$ cat src/rtl/parking_pkg.sv
// Shared constants and helpers for the parking slot manager.
package parking_pkg;

  localparam int unsigned DEFAULT_NUM_SLOTS = 8;

  function automatic logic is_onehot(input logic [63:0] v);
    return (v != '0) && ((v & (v - 64'd1)) == '0);
  endfunction

  function automatic int unsigned popcount(input logic [63:0] v);
    int unsigned c;
    c = 0;
    for (int unsigned i = 0; i < 64; i++) begin
      c += {31'd0, v[i]};
    end
    return c;
  endfunction

endpackage

$ cat src/rtl/lowest_free_finder.sv
// Combinational priority encoder: one-hot mask of the lowest zero bit in the occupancy map.
module lowest_free_finder #(
  parameter int unsigned NUM_SLOTS = 8
) (
  input  logic [NUM_SLOTS-1:0] i_occupancy,
  output logic                 o_found,
  output logic [NUM_SLOTS-1:0] o_mask
);

  always_comb begin
    o_found = 1'b0;
    o_mask  = '0;
    for (int unsigned i = 0; i < NUM_SLOTS; i++) begin
      if (!i_occupancy[i] && !o_found) begin
        o_found   = 1'b1;
        o_mask[i] = 1'b1;
      end
    end
  end

endmodule

$ cat src/rtl/parking_slot_manager.sv
// Registered parking occupancy tracker: allocates lowest free slot on entry, releases a named slot on exit.
module parking_slot_manager
  import parking_pkg::*;
#(
  parameter int unsigned NUM_SLOTS = DEFAULT_NUM_SLOTS,
  parameter int unsigned CNT_W     = $clog2(NUM_SLOTS + 1)
) (
  input  logic                 clk,
  input  logic                 rst,
  input  logic                 enter_req,
  input  logic                 exit_req,
  input  logic [NUM_SLOTS-1:0] exit_slot,
  output logic                 enter_ack,
  output logic                 enter_nack,
  output logic [NUM_SLOTS-1:0] enter_slot,
  output logic                 exit_err,
  output logic [NUM_SLOTS-1:0] occupancy,
  output logic [CNT_W-1:0]     free_count,
  output logic                 full,
  output logic                 empty
);

  logic [NUM_SLOTS-1:0] r_occupancy;
  logic [CNT_W-1:0]     r_free_count;
  logic                 r_enter_ack;
  logic                 r_enter_nack;
  logic [NUM_SLOTS-1:0] r_enter_slot;
  logic                 r_exit_err;

  logic                 w_found;
  logic [NUM_SLOTS-1:0] w_lowest;
  logic                 w_exit_legal;
  logic                 w_enter_ok;
  logic [NUM_SLOTS-1:0] w_exit_mask;
  logic [NUM_SLOTS-1:0] w_enter_mask;
  logic [NUM_SLOTS-1:0] w_occ_next;
  logic [CNT_W-1:0]     w_cnt_next;

  lowest_free_finder #(
    .NUM_SLOTS(NUM_SLOTS)
  ) u_finder (
    .i_occupancy(r_occupancy),
    .o_found    (w_found),
    .o_mask     (w_lowest)
  );

  // Entry and exit both judged against the pre-update bitmap, so a slot freed
  // this cycle cannot be handed out until the next one.
  always_comb begin
    w_exit_legal = exit_req && is_onehot(64'(exit_slot)) && ((r_occupancy & exit_slot) != '0);
    w_enter_ok   = enter_req && w_found;
    w_exit_mask  = w_exit_legal ? exit_slot : '0;
    w_enter_mask = w_enter_ok ? w_lowest : '0;
    w_occ_next   = (r_occupancy & ~w_exit_mask) | w_enter_mask;
    w_cnt_next   = r_free_count;
    unique case ({w_enter_ok, w_exit_legal})
      2'b10:   w_cnt_next = r_free_count - CNT_W'(1);
      2'b01:   w_cnt_next = r_free_count + CNT_W'(1);
      default: w_cnt_next = r_free_count;
    endcase
  end

  always_ff @(posedge clk) begin
    if (rst) begin
      r_occupancy  <= '0;
      r_free_count <= CNT_W'(NUM_SLOTS);
      r_enter_ack  <= 1'b0;
      r_enter_nack <= 1'b0;
      r_enter_slot <= '0;
      r_exit_err   <= 1'b0;
    end else begin
      r_occupancy  <= w_occ_next;
      r_free_count <= w_cnt_next;
      r_enter_ack  <= w_enter_ok;
      r_enter_nack <= enter_req && !w_found;
      r_enter_slot <= w_enter_mask;
      r_exit_err   <= exit_req && !w_exit_legal;
    end
  end

  assign occupancy  = r_occupancy;
  assign free_count = r_free_count;
  assign enter_ack  = r_enter_ack;
  assign enter_nack = r_enter_nack;
  assign enter_slot = r_enter_slot;
  assign exit_err   = r_exit_err;
  assign full       = (r_free_count == '0);
  assign empty      = (r_free_count == CNT_W'(NUM_SLOTS));

endmodule

$ cat config.mk
export PLATFORM = sky130hd
export DESIGN_NAME = parking_slot_manager
export DESIGN_NICKNAME = d
export VERILOG_FILES = /design/src/rtl/parking_pkg.sv /design/src/rtl/lowest_free_finder.sv /design/src/rtl/parking_slot_manager.sv
export SDC_FILE = /design/constraint.sdc
export NUM_CORES = 1
export LEC_CHECK = 0
export ABC_AREA = 0
export CAP_MARGIN = 0
export CORE_MARGIN = 5
export CORE_UTILIZATION = 35
export CTS_BUF_LIST = sky130_fd_sc_hd__clkbuf_8
export DETAILED_ROUTE_END_ITERATION = 10
export GPL_TIMING_DRIVEN = 0
export SETUP_SLACK_MARGIN = 0.5
export SLEW_MARGIN = 20
export SYNTH_ARGS = -nofsm -noshare
export SYNTH_HDL_FRONTEND = slang
export SYNTH_SLANG_ARGS = --single-unit
export TNS_END_PERCENT = 30
$ cat constraint.sdc
create_clock -name clk -period 7.53 [get_ports clk]
set_clock_uncertainty 0.05 [all_clocks]
set_input_delay 1.506 -clock clk [delete_from_list [all_inputs] [get_ports clk]]
set_output_delay 1.506 -clock clk [all_outputs]
set_load 0.01 [all_outputs]
Yosys cells after proc, flatten, opt, wreduce, memory -nomap -nowiden
Index checks and enable logic that the tools add are counted.

word-level totals
  input bits = 12
  output and inout port bits = 25
  register bits = 23
  word-level logic and storage cells = 68

operators by class
  bitwise gates (word level) = 5
  muxes and demuxes = 18
  $add $sub $neg = 3
  reductions and logical operators = 33
  equal/unequal tests = 3

operators with widths
  kind                                                                   number
  8-bit by 64-bit AND with 64-bit output                                 1
  64-bit zero test                                                       1
  8-bit AND                                                              2
  8-bit two-way mux                                                      2
  8-bit nonzero test                                                     2
  1-bit zero test                                                        15
  1-bit two-way mux                                                      15
  1-bit logical AND                                                      13
  8-bit by 1-bit subtractor with 9-bit output, second input constant     1
  8-bit inverter                                                         1
  8-bit OR                                                               1
  4-bit one-hot mux with 2 select lines                                  1
  4-bit by 1-bit adder with 4-bit output, second input constant          1
  4-bit equality test, second input constant                             1
  4-bit zero test                                                        1
  4-bit by 1-bit subtractor with 4-bit output, second input constant     1
  2-bit by 1-bit equality test with 1-bit output, second input constant  1
  2-bit equality test, second input constant                             1
  2-bit nonzero test                                                     1

Logic depth before layout (Yosys ltp)
  depth in word-level cells = 24
  mapped depth = 12
  mapped depth without buffers = 11

By module
A second synthesis with hierarchy kept.

second synthesis, totals
  cell total of the unflattened synthesis = 128
  area, all modules = 1196.1 µm²

by module, submodules not included
  module                cells an instance  sequential area each (µm²)  area an instance (µm²)  instances
  parking_slot_manager  115                460.4                       1122.3                  1
  lowest_free_finder    13                 0.0                         73.8                    1

Least setup slack after synthesis
Ideal clock, no wire load.

  path type = input to register
  start point = input exit_slot[1]
  end point = register r_free_count[3], in the netlist free_count[3]
  library setup time = 0.072 ns
  slack = 3.604 ns
  stages on the path = 11
  path buffers = 0
  data arrival time = 3.805 ns
  required time = 7.408 ns
  cell sequence = nor4_4 > a21oi_1 > a2111oi_4 > and2_1 > ha_1 > inv_1 > ha_1 > a21o_1 > a21oi_1 > mux2i_1 > mux2i_1

between the ends
  cells in the longest elaborated chain, start to end = 8
  elaborated cells between the ends (all ways) = 13
  classes of those cells = 1 x add/sub; 2 x eq/ne; 1 x mux; 2 x bitwise; 7 x reduce/logical

RTL lines
  what                                                                                   line                        source
  start, declared                                                                        parking_slot_manager.sv:12  input logic [NUM_SLOTS-1:0] exit_slot,
  8-bit by 1-bit subtractor with 9-bit output                                            parking_pkg.sv:7            return (v != '0) && ((v & (v - 64'd1)) == '0);
  8-bit by 64-bit AND with 64-bit output                                                 parking_pkg.sv:7
  64-bit zero test                                                                       parking_pkg.sv:7
  1-bit logical AND                                                                      parking_pkg.sv:7
  1-bit logical AND                                                                      parking_slot_manager.sv:50  w_exit_legal = exit_req && is_onehot(64'(exit_slot)) && ((r_occupancy & exit_slot) != '0);
  1-bit logical AND (*)                                                                  parking_slot_manager.sv:50
  2-bit by 1-bit equality test with 1-bit output or 2-bit equality test (tied branches)  parking_slot_manager.sv:56  unique case ({w_enter_ok, w_exit_legal})
  4-bit one-hot mux with 2 select lines or 2-bit nonzero test (tied branches)            -
  end signal, assigned                                                                   parking_slot_manager.sv:66  r_free_count <= CNT_W'(NUM_SLOTS);
  end signal, assigned                                                                   parking_slot_manager.sv:73  r_free_count <= w_cnt_next;
  end, declared                                                                          parking_slot_manager.sv:24  logic [CNT_W-1:0] r_free_count;

Every way passes the cells marked *; elsewhere a longest branch is shown, timed or not.
A chain may end at the register's enable or synchronous reset.

Final worst setup path
Ends and elaborated chain as after synthesis.

==> qor.csv <==
stage;metric;value;unit
detailed_routing;drcViolationCount;0;
floorplan;io_pins;37;
grt;gr-usage-all-layers;14.1;%
layout;n_antenna_cell;0;
clock_tree;cts.sinks;23;
worst_setup_path;crit_start;exit_slot[1];
synth;avgSynthCellArea;9.65;µm²
timing;finalHoldViolCount;0;
synth;synth_seq_area_share;40.4;%
min_path;hold_path_depth;2;
layout;finalNetCount;174;
worst_setup_path;rr_worst_depth;11;
flow_run;drv_cap;0;
synth;ys.flop_type;dfxtp_1;
clock_tree;htreeDepth;1;
timing;period_share;61.6;%
grt;grt_pass1_wl;4850;µm
place;numPortBuffers;35;
power;finalPower;259;µW
clock_tree;cts_buffers;3;
place;dp_hpwl;2170;µm
grt;overflow;0;
worst_setup_path;cp.arrival;4.78;ns
place;gp_congestion;0.794;
worst_setup_path;worstPathRequired;7.67;ns
synth;synth_cell_types;43;
layout;final_area;1590;µm²
timing;maxSlewViolCount;0;
place;dp_cells;197;
clock_tree;clk_latency;0.26;ns
clock_tree;clockRootBuffer;clkbuf_8;
layout;instances_no_fill;201;
place;placed_cell_area;1540;µm²
clock_tree;ctsResizeCount;0;
worst_setup_path;critPathTopFamily;compound AO/OA/AOI/OAI gates;
grt;grt_pass1_vias;1014;
detailed_routing;wirelength;2900;µm
worst_setup_path;critPathCaptureType;flop;
worst_setup_path;crit_buf_inv;2;
worst_setup_path;slowest_delay;0.62;ns
detailed_routing;wire_per_inst;14.4;µm
floorplan;initial_core_util;37.0;%
power;power.density;163;nW/µm²
synth;syn-cell-area;1140;µm²
clock_tree;cts_hold_buf;0;
timing;fin_tns_setup;0;ns
worst_setup_path;path_max_fanout;10;
clock_tree;clk_pin_slew;0.08;ns
detailed_routing;postRouteAntennaNets;0;
min_path;hp-class;flop to flop;
synth;async_flop_share;0;%
worst_setup_path;critPathLaunchType;input pin;
synth;synth_edf_count;0;
timing;setup_viol;0;
detailed_routing;drtIter0Drc;41;
floorplan;rows;20;
power;p_leak;0.582;nW
worst_setup_path;path_cells;clkdlybuf4s50_1, nor4_4, a21oi_1, a2111oi_4, and2_1, ha_1, inv_1, ha_1, a21o_1, a21oi_1, mux2i_1, mux2i_1;
worst_setup_path;path_class;input pin to flop;
timing;final.min_clock_period;4.64;ns
floorplan;dieHeight;67.0;µm
synth;syn_inst;118;
clock_tree;tritoncts;done;
timing;fmax;0.216;GHz
floorplan;die_area;4490;µm²
status;status;finished clean;
synth;synth_nets;134;
detailed_routing;vias;1040;
synth;synth_warnings;0;
floorplan;die_w;67.0;µm
detailed_routing;vias_per_cell;5.17;
floorplan;core_area;3080;µm²
grt;antenna_found_initial;0;
clock_tree;cts_setup_buffers;0;
grt;grt_max_degree;13;
timing;tightest_slew;0.665;ns
synth;ys_ff_latch;23;
worst_setup_path;reg2reg_from;occupancy[2];
timing;slew_headroom;55.6;%
worst_setup_path;cpMaxStageDelayCell;a2111oi_4;
clock_tree;cts_buffer_depth;2;
timing;grt_setup_unrepaired;no;
layout;syn_to_final_growth;39.6;%
min_path;min_from;free_count[3];
power;peakVddDrop;0.143;mV
detailed_routing;drt-pass1-iter-count;4;
layout;drive_above_1_share;10.8;%
worst_setup_path;crit_cells;12;
cell families (layout without fill, tap and decap cells):
family          Yosys count  count (layout)  share of synthesized area (%)
simple gates             44              44                           23.0
mux                       3               3                           2.64
fa+ha+maj                 4               4                           5.06
xor+xnor                  2               2                           1.54
buf+inv                  10              49                           3.96
compound gates           32              32                           23.4
flops                    23              23                           40.4
per-layer routing:
| layer | global-route usage, % | routed length, µm | vias up |
|---|---|---|---|
| met5 | 0 | 0 | - |
| met4 | 3.04 | 19 | 0 |
| met3 | 5.06 | 155 | 2 |
| met2 | 22.3 | 1350 | 23 |
| met1 | 18.2 | 1380 | 493 |
| li1 | - | - | 522 |
per-stage QoR:
step	hold WS [ns]	utilization, %	worst slack, ns
finish	0.528	51.6	2.89
global route	0.569	51.6	2.62
CTS	0.537	51.6	2.89
detailed placement	0.520	50.2	2.63
global placement	0.488	50.2	2.72
floorplan	0.497	-	3.60
cells in the mapped netlist, types with 2 or more instances:
library cell	number	area, µm²
a211oi_1	4	30.0
a21oi_1	6	30.0
a311oi_1	2	17.5
a31oi_1	2	12.5
a41oi_1	7	61.3
and2_1	2	12.5
buf_2	2	10.0
clkbuf_1	3	11.3
dfxtp_1	23	460
ha_1	3	37.5
inv_1	3	11.3
mux2i_1	3	30.0
nand2_1	5	18.8
nand4_1	2	12.5
nor2_1	14	52.6
nor2b_1	3	18.8
nor3_1	3	15.0
nor3b_1	2	15.0
nor4b_1	2	17.5
o21bai_1	2	15.0
or2_2	3	18.8
sequential cells by signal (all words and copies together) (netlist names):
register	count
enter_ack	1
enter_nack	1
enter_slot	8
exit_err	1
free_count	4
occupancy	8
layout by cell type, fill, tap and decap left out, drive strengths merged, types with 3 or more instances in the layout:
master,n
ha,3
clkbuf,7
a41oi,7
nand2,5
mux2i,3
clkdlybuf4s50,35
nor2,14
nor3,3
a211oi,4
dfxtp,23
inv,4
or2,3
a21oi,6
buf,3
nor2b,3
worst min-delay path, delay by kind of cell, from the launching register on:
kind             cells  cell delay (ns)
muxes                1             0.08
and+or+nand+nor      1             0.11
DFF                  1             0.34
area by class of cell:
class | count | area (µm²)
repair buffers | 35 | 350
fillers | 308 | 1490
plain buffers | 7 | 33.8
clock inverters | 1 | 3.75
flip-flops and latches | 23 | 460
inverters | 3 | 11.3
multi-input cells | 85 | 633
clock buffers | 3 | 41.3
well taps | 44 | 55.1
power breakdown:
group | switching, mW | internal, mW
clock network | 0.0366 | 0.0363
registers | 0.00544 | 0.126
logic | 0.0252 | 0.0294
total | 0.0672 | 0.192
path summary, 6_finish.rpt:
check             slack (ns)             to
setup reg to reg        4.38  free_count[3]
hold reg to reg         0.53  free_count[3]
hold / removal          0.53  free_count[3]
setup / recovery        2.89  free_count[3]
(Power assumes the default switching activity.)
